===== config.mk =====
export PLATFORM = sky130hd
export DESIGN_NAME = iob_merge_rr
export DESIGN_NICKNAME = d
export VERILOG_FILES = /design/src/rtl/iob_merge_rr.sv
export SDC_FILE = /design/constraint.sdc
export NUM_CORES = 1
export LEC_CHECK = 0
export BUFFER_PORTS_ARGS = -buffer_cell sky130_fd_sc_hd__buf_2
export CAP_MARGIN = 20
export CORE_AREA = 10 10 111 113
export CTS_CLUSTER_SIZE = 16
export DETAILED_ROUTE_END_ITERATION = 6
export DIE_AREA = 0 0 121 123
export GPL_TIMING_DRIVEN = 0
export PLACE_DENSITY = 0.63
export SLEW_MARGIN = 20
export SYNTH_ARGS = -nofsm -noshare
export SYNTH_HDL_FRONTEND = slang
export SYNTH_SLANG_ARGS = --single-unit

===== constraint.sdc =====
create_clock -name clk -period 1.15 [get_ports clk]
set_clock_uncertainty 0.05 [all_clocks]
set_input_delay 0.0575 -clock clk [delete_from_list [all_inputs] [get_ports clk]]
set_output_delay 0.0575 -clock clk [all_outputs]
set_load 0.02 [all_outputs]

===== src/rtl/iob_merge_rr.sv =====
// Round-robin N-master to 1-slave merge on the native bus.
// One transaction per grant; the response returns only to the granted master.
module iob_merge_rr #(
  parameter  int N_MASTERS = 2,
  parameter  int ADDR_W    = 32,
  parameter  int DATA_W    = 32,
  localparam int REQ_W     = 1 + ADDR_W + DATA_W + DATA_W / 8,
  localparam int RESP_W    = DATA_W + 1
) (
  input  logic                          clk,
  input  logic                          rst,
  input  logic [N_MASTERS*REQ_W-1:0]    m_req,
  output logic [N_MASTERS*RESP_W-1:0]   m_resp,
  output logic [REQ_W-1:0]              s_req,
  input  logic [RESP_W-1:0]             s_resp
);

  localparam int GW = (N_MASTERS > 1) ? $clog2(N_MASTERS) : 1;

  typedef enum logic {
    IDLE,
    BUSY
  } state_t;

  state_t          state, state_nxt;
  logic [GW-1:0]   grant, grant_nxt;
  logic [GW-1:0]   last, last_nxt;
  logic [GW-1:0]   pick, cand;
  logic            found;
  logic [N_MASTERS-1:0] valid_vec;
  logic [REQ_W-1:0]     sel_req;
  logic                 s_ready;

  assign s_ready = s_resp[0];

  always_comb begin
    valid_vec = '0;
    for (int i = 0; i < N_MASTERS; i++) begin
      valid_vec[i] = m_req[i*REQ_W + REQ_W - 1];
    end
  end

  // Scan last+1, last+2, ... so the most recently served master is checked last.
  always_comb begin
    pick  = '0;
    cand  = '0;
    found = 1'b0;
    for (int k = 1; k <= N_MASTERS; k++) begin
      cand = GW'((int'(last) + k) % N_MASTERS);
      if (!found && valid_vec[cand]) begin
        pick  = cand;
        found = 1'b1;
      end
    end
  end

  always_comb begin
    sel_req = '0;
    for (int i = 0; i < N_MASTERS; i++) begin
      if (GW'(i) == grant) sel_req = m_req[i*REQ_W +: REQ_W];
    end
  end

  // NOTE: every output of this block is given a default first, so no path
  // through the case leaves a variable unassigned and no latch is inferred.
  always_comb begin
    state_nxt = state;
    grant_nxt = grant;
    last_nxt  = last;
    s_req     = '0;
    m_resp    = '0;
    unique case (state)
      IDLE: begin
        if (found) begin
          grant_nxt = pick;
          state_nxt = BUSY;
        end
      end
      BUSY: begin
        s_req = sel_req;
        for (int i = 0; i < N_MASTERS; i++) begin
          if (GW'(i) == grant) m_resp[i*RESP_W +: RESP_W] = s_resp;
        end
        if (s_ready) begin
          last_nxt  = grant;
          state_nxt = IDLE;
        end else if (!sel_req[REQ_W-1]) begin
          state_nxt = IDLE;
        end
      end
      default: state_nxt = IDLE;
    endcase
    // A slave ready racing a reset must never complete a transaction.
    if (rst) m_resp = '0;
  end

  always_ff @(posedge clk) begin
    if (rst) begin
      state <= IDLE;
      grant <= '0;
      last  <= GW'(N_MASTERS - 1);
    end else begin
      state <= state_nxt;
      grant <= grant_nxt;
      last  <= last_nxt;
    end
  end

endmodule


After elaboration in Yosys (flattened, before gate mapping)

Cells that the tools add are included.

Register bits after elaboration: 3
Bits of input ports: 173
Output and inout bits: 135

Magnitude comparators: 2
$add $sub $neg: 2
Multiplexer cells: 18
Reductions and logical operators: 4
Bitwise gates (word level): 1

Operators by type and width:

| cell                | number |
|---|---|
| $mux 69             | 2 |
| $mux 66             | 2 |
| $mux 33             | 2 |
| $mux 1              | 11 |
| $lt 1x2->1 const B  | 2 |
| $reduce_and 2->1    | 2 |
| $add 1x1->1 const B | 2 |
| $pmux 1 s2          | 1 |
| $logic_and 1x1->1   | 1 |
| $logic_not 1->1     | 1 |
| $not 1->1           | 1 |

Logic depth before layout (Yosys ltp)

Depth after elaboration: 9
Gate-level depth with buffers: 5
Depth with buffers taken out: 3

Worst setup path before layout

Ideal clock, no wire load.

Path kind: reg2out
Start: register grant
End: output m_resp[10]
Arrival time: 1,119 ps
Cell stages (with the launch flop): 6
Setup slack: -77 ps
Cells stage by stage: dfxtp_1 > buf_6 > nand2b_1 > buf_2 > buf_6 > nor2_1

Cells in the longest elaborated chain, start to end: 3

Ends and longest elaborated chain:

| what                     | line | text |
|---|---|---|
| start: declaration       | 26   | `logic [GW-1:0] grant, grant_nxt;` |
| start signal: assignment | 104  | `grant <= grant_nxt;` |
| $mux 33                  | 82   | `if (GW'(i) == grant) m_resp[i*RESP_W +: RESP_W] = s_resp;` |
| $mux 66                  | 72   | `unique case (state)` |
| $mux 66                  | 94   | `if (rst) m_resp = '0;` |
| end: declaration         | 13   | `output logic [N_MASTERS*RESP_W-1:0] m_resp,` |

No other way between the ends.

Final worst setup path

Start: register grant
End: output m_resp[25]

Same word-level chain as after synthesis.

==> reports/metrics.csv <==
metric;value;unit
critical path type;register to output pin;
Remaining Overflow, GRT;0;
post-synthesis area per instance;6.83;um2
Async S/R FF share, synth;0;
clock share of power;0.123;
failing checks;setup timing;
Mapped Area;0.00190;mm2
most instantiated cells after synthesis;mux2i_1 (69), nor2b_1 (69), nor2_1 (68);
First-pass DRT Iterations;4;
nature of the critical path endpoint;output pin;
library cells used by synthesis;16;
Worst setup SP type;register;
P_int;0.00136;W
Non-Filler Instances;731;
clock sinks;3;
share of layout cells above drive strength 1;0.721;
number of global-route vias before repair;3359;
Crit path arrival time;1.37;ns
Least-Margin Pin Slew;0.462;ns
Final setup viols;136;
antenna violations before repair;0;
GPL Wtd Cong;0.943;
Antenna Cells;0;
max_slew headroom;0.692;
switching part of the total;0.451;
Leakage;2.27;nW
placed insts;721;
outcome;complete, but fails checks;
CTS tree;yes;
critical path peak fanout;6;
Die Area;0.0149;mm2
Syn Nets;451;
P_sw;0.00112;W
share of the synthesized area in the top cell type;0.364;
setup TNS;-34.86;ns
post-synthesis register bit count;3;
pin count of the biggest net entering global routing;11;
Post-synth EDFFs;0;
Max-Cap Viols;0;
Clock Path Buffers;2;
Total Wirelength;13.1;mm
worst path required time;1.04;ns
Worst VDD drop;0.252;mV
area delta synth->final;146;%
sequential power share;0.052;
Synth Warn #;0;
period utilisation layout;1.28;
CTS H-tree depth;1;
Slew Viols, Final;0;
Final Power;0.00248;W
Logic pwr share;0.825;
Std-Cell Rows;37;
Worst-path clk slew;0.03;ns
Hold Crit Class;primary input to register;
first-pass GRT wire length;17.4;mm
top cell type by total area after synthesis;mux2i_1;
Synth area leaders;mux2i_1 (36%), nor2b_1 (23%), nor2_1 (13%);
drt initial violations;73;
per-cell routed wire length;18.0;um
Initial Utilization;0.187;
post-route ant nets;0;
Post-Synthesis Cells;278;
Core Util, Final;0.461;
port bufs;307;
root buf cell;clkbuf_8;
Clk Latency, worst-skew pair;0.22;ns
core area;0.0101;mm2
Synth Flop Type;dfxtp_1;
vias;3145;
CTS Buf Count;3;
Fmax;0.678;GHz
IO Count;308;
Global Route Usage Sum;0.142;
RSZ-0062 raised after global routing;yes;
Hold Buf Count CTS;0;
via/cell ratio;4.30;
worst setup margin;-0.324;ns
Detailed Place HPWL;10.6;mm
drt drc;0;
fin nets;769;
Die H;123;um
Fin. Hold Viols;0;
sequential share of the synthesized area;0.0316;
Final Critical Period;1.47;ns
Die W;121;um
PD cells;531;mW/mm2
[final timing paths]
check	end	from	slack, ns	depth (start not counted)
max reg2reg	state	grant	-0.11	5
min reg2reg	grant	last	0.50	3
min	grant	m_req[137]	0.1	3
max	m_resp[25]	grant	-0.32	5
[cell type report]
class / count / area, um2
clock buffer: 4 / 45.0
timing repair buffer: 313 / 2030
fill: 969 / 5460
buffer: 25 / 334
inverter: 1 / 3.75
tap: 136 / 170
sequential: 3 / 67.6
multi-input combinational: 249 / 2030
[state kept, by name, summed over array words and instances (netlist names)]
| name | count |
|---|---|
| grant | 1 |
| last | 1 |
| state | 1 |
[critical path, cell delays in order, from the launching register on]
cell and delay, ns:
dfxtp_4 0.35, buf_12 0.14, nand2b_2 0.24, buf_8 0.16, nor2_1 0.10, buf_4 0.16
[power by group through the flow]
stage	logic [W]	clock network (W)	registers, W
after floorplan	0.000958	0	0.000118
after global placement	0.00159	0	0.000119
after detailed placement	0.00162	0	0.000120
after CTS	0.00173	0.000315	0.000123
after global routing	0.00218	0.000323	0.000130
final	0.00205	0.000306	0.000128
[stage by stage]
step | hold slack, ns | area [um2] | worst slack, ns
after global routing | 0.101 | 4680 | -0.373
after global placement | 0.316 | 3700 | -0.236
after CTS | 0.0815 | 4000 | -0.319
after detailed placement | 0.317 | 3700 | -0.270
after floorplan | 0.167 | 2000 | -0.0768
final | 0.0950 | 4680 | -0.324
[routing by layer]
metal,GRT usage,vias up,share of wire
met4,0.0271,0,0.011
li1,-,1531,-
met2,0.279,182,0.54
met1,0.131,1422,0.36
met3,0.0661,10,0.090
met5,0,-,0
[cell usage in the layout (no fill, tap or decap), types with 4 or more instances in the layout]
| cell type | instances |
|---|---|
| nand2b_1 | 33 |
| nor2b_1 | 58 |
| nor2_2 | 38 |
| buf_4 | 65 |
| mux2i_1 | 55 |
| buf_6 | 33 |
| nor2_1 | 7 |
| buf_12 | 10 |
| nor2_4 | 23 |
| clkbuf_16 | 5 |
| buf_8 | 5 |
| buf_2 | 215 |
| clkbuf_1 | 4 |
| mux2i_2 | 12 |
| nor2b_2 | 11 |
[repair_timing]
| action | 4_1_cts | 5_1_grt |
|---|---|---|
| gates resized for setup | 86 | 161 |
| cloned | 0 | 6 |
| buffers inserted | 0 | 1 |
| setup endpoints to repair | 136 | 137 |
[kinds of logic (layout without fill, tap and decap cells)]
logic type | Yosys count | count (layout) | share of synthesized area
mux | 69 | 69 | 0.364
compound gates | 5 | 5 | 0.0191
buf+inv | 27 | 343 | 0.103
simple gates | 174 | 175 | 0.482
flops | 3 | 3 | 0.0316
No activity file was read; power rests on OpenSTA's default activity.
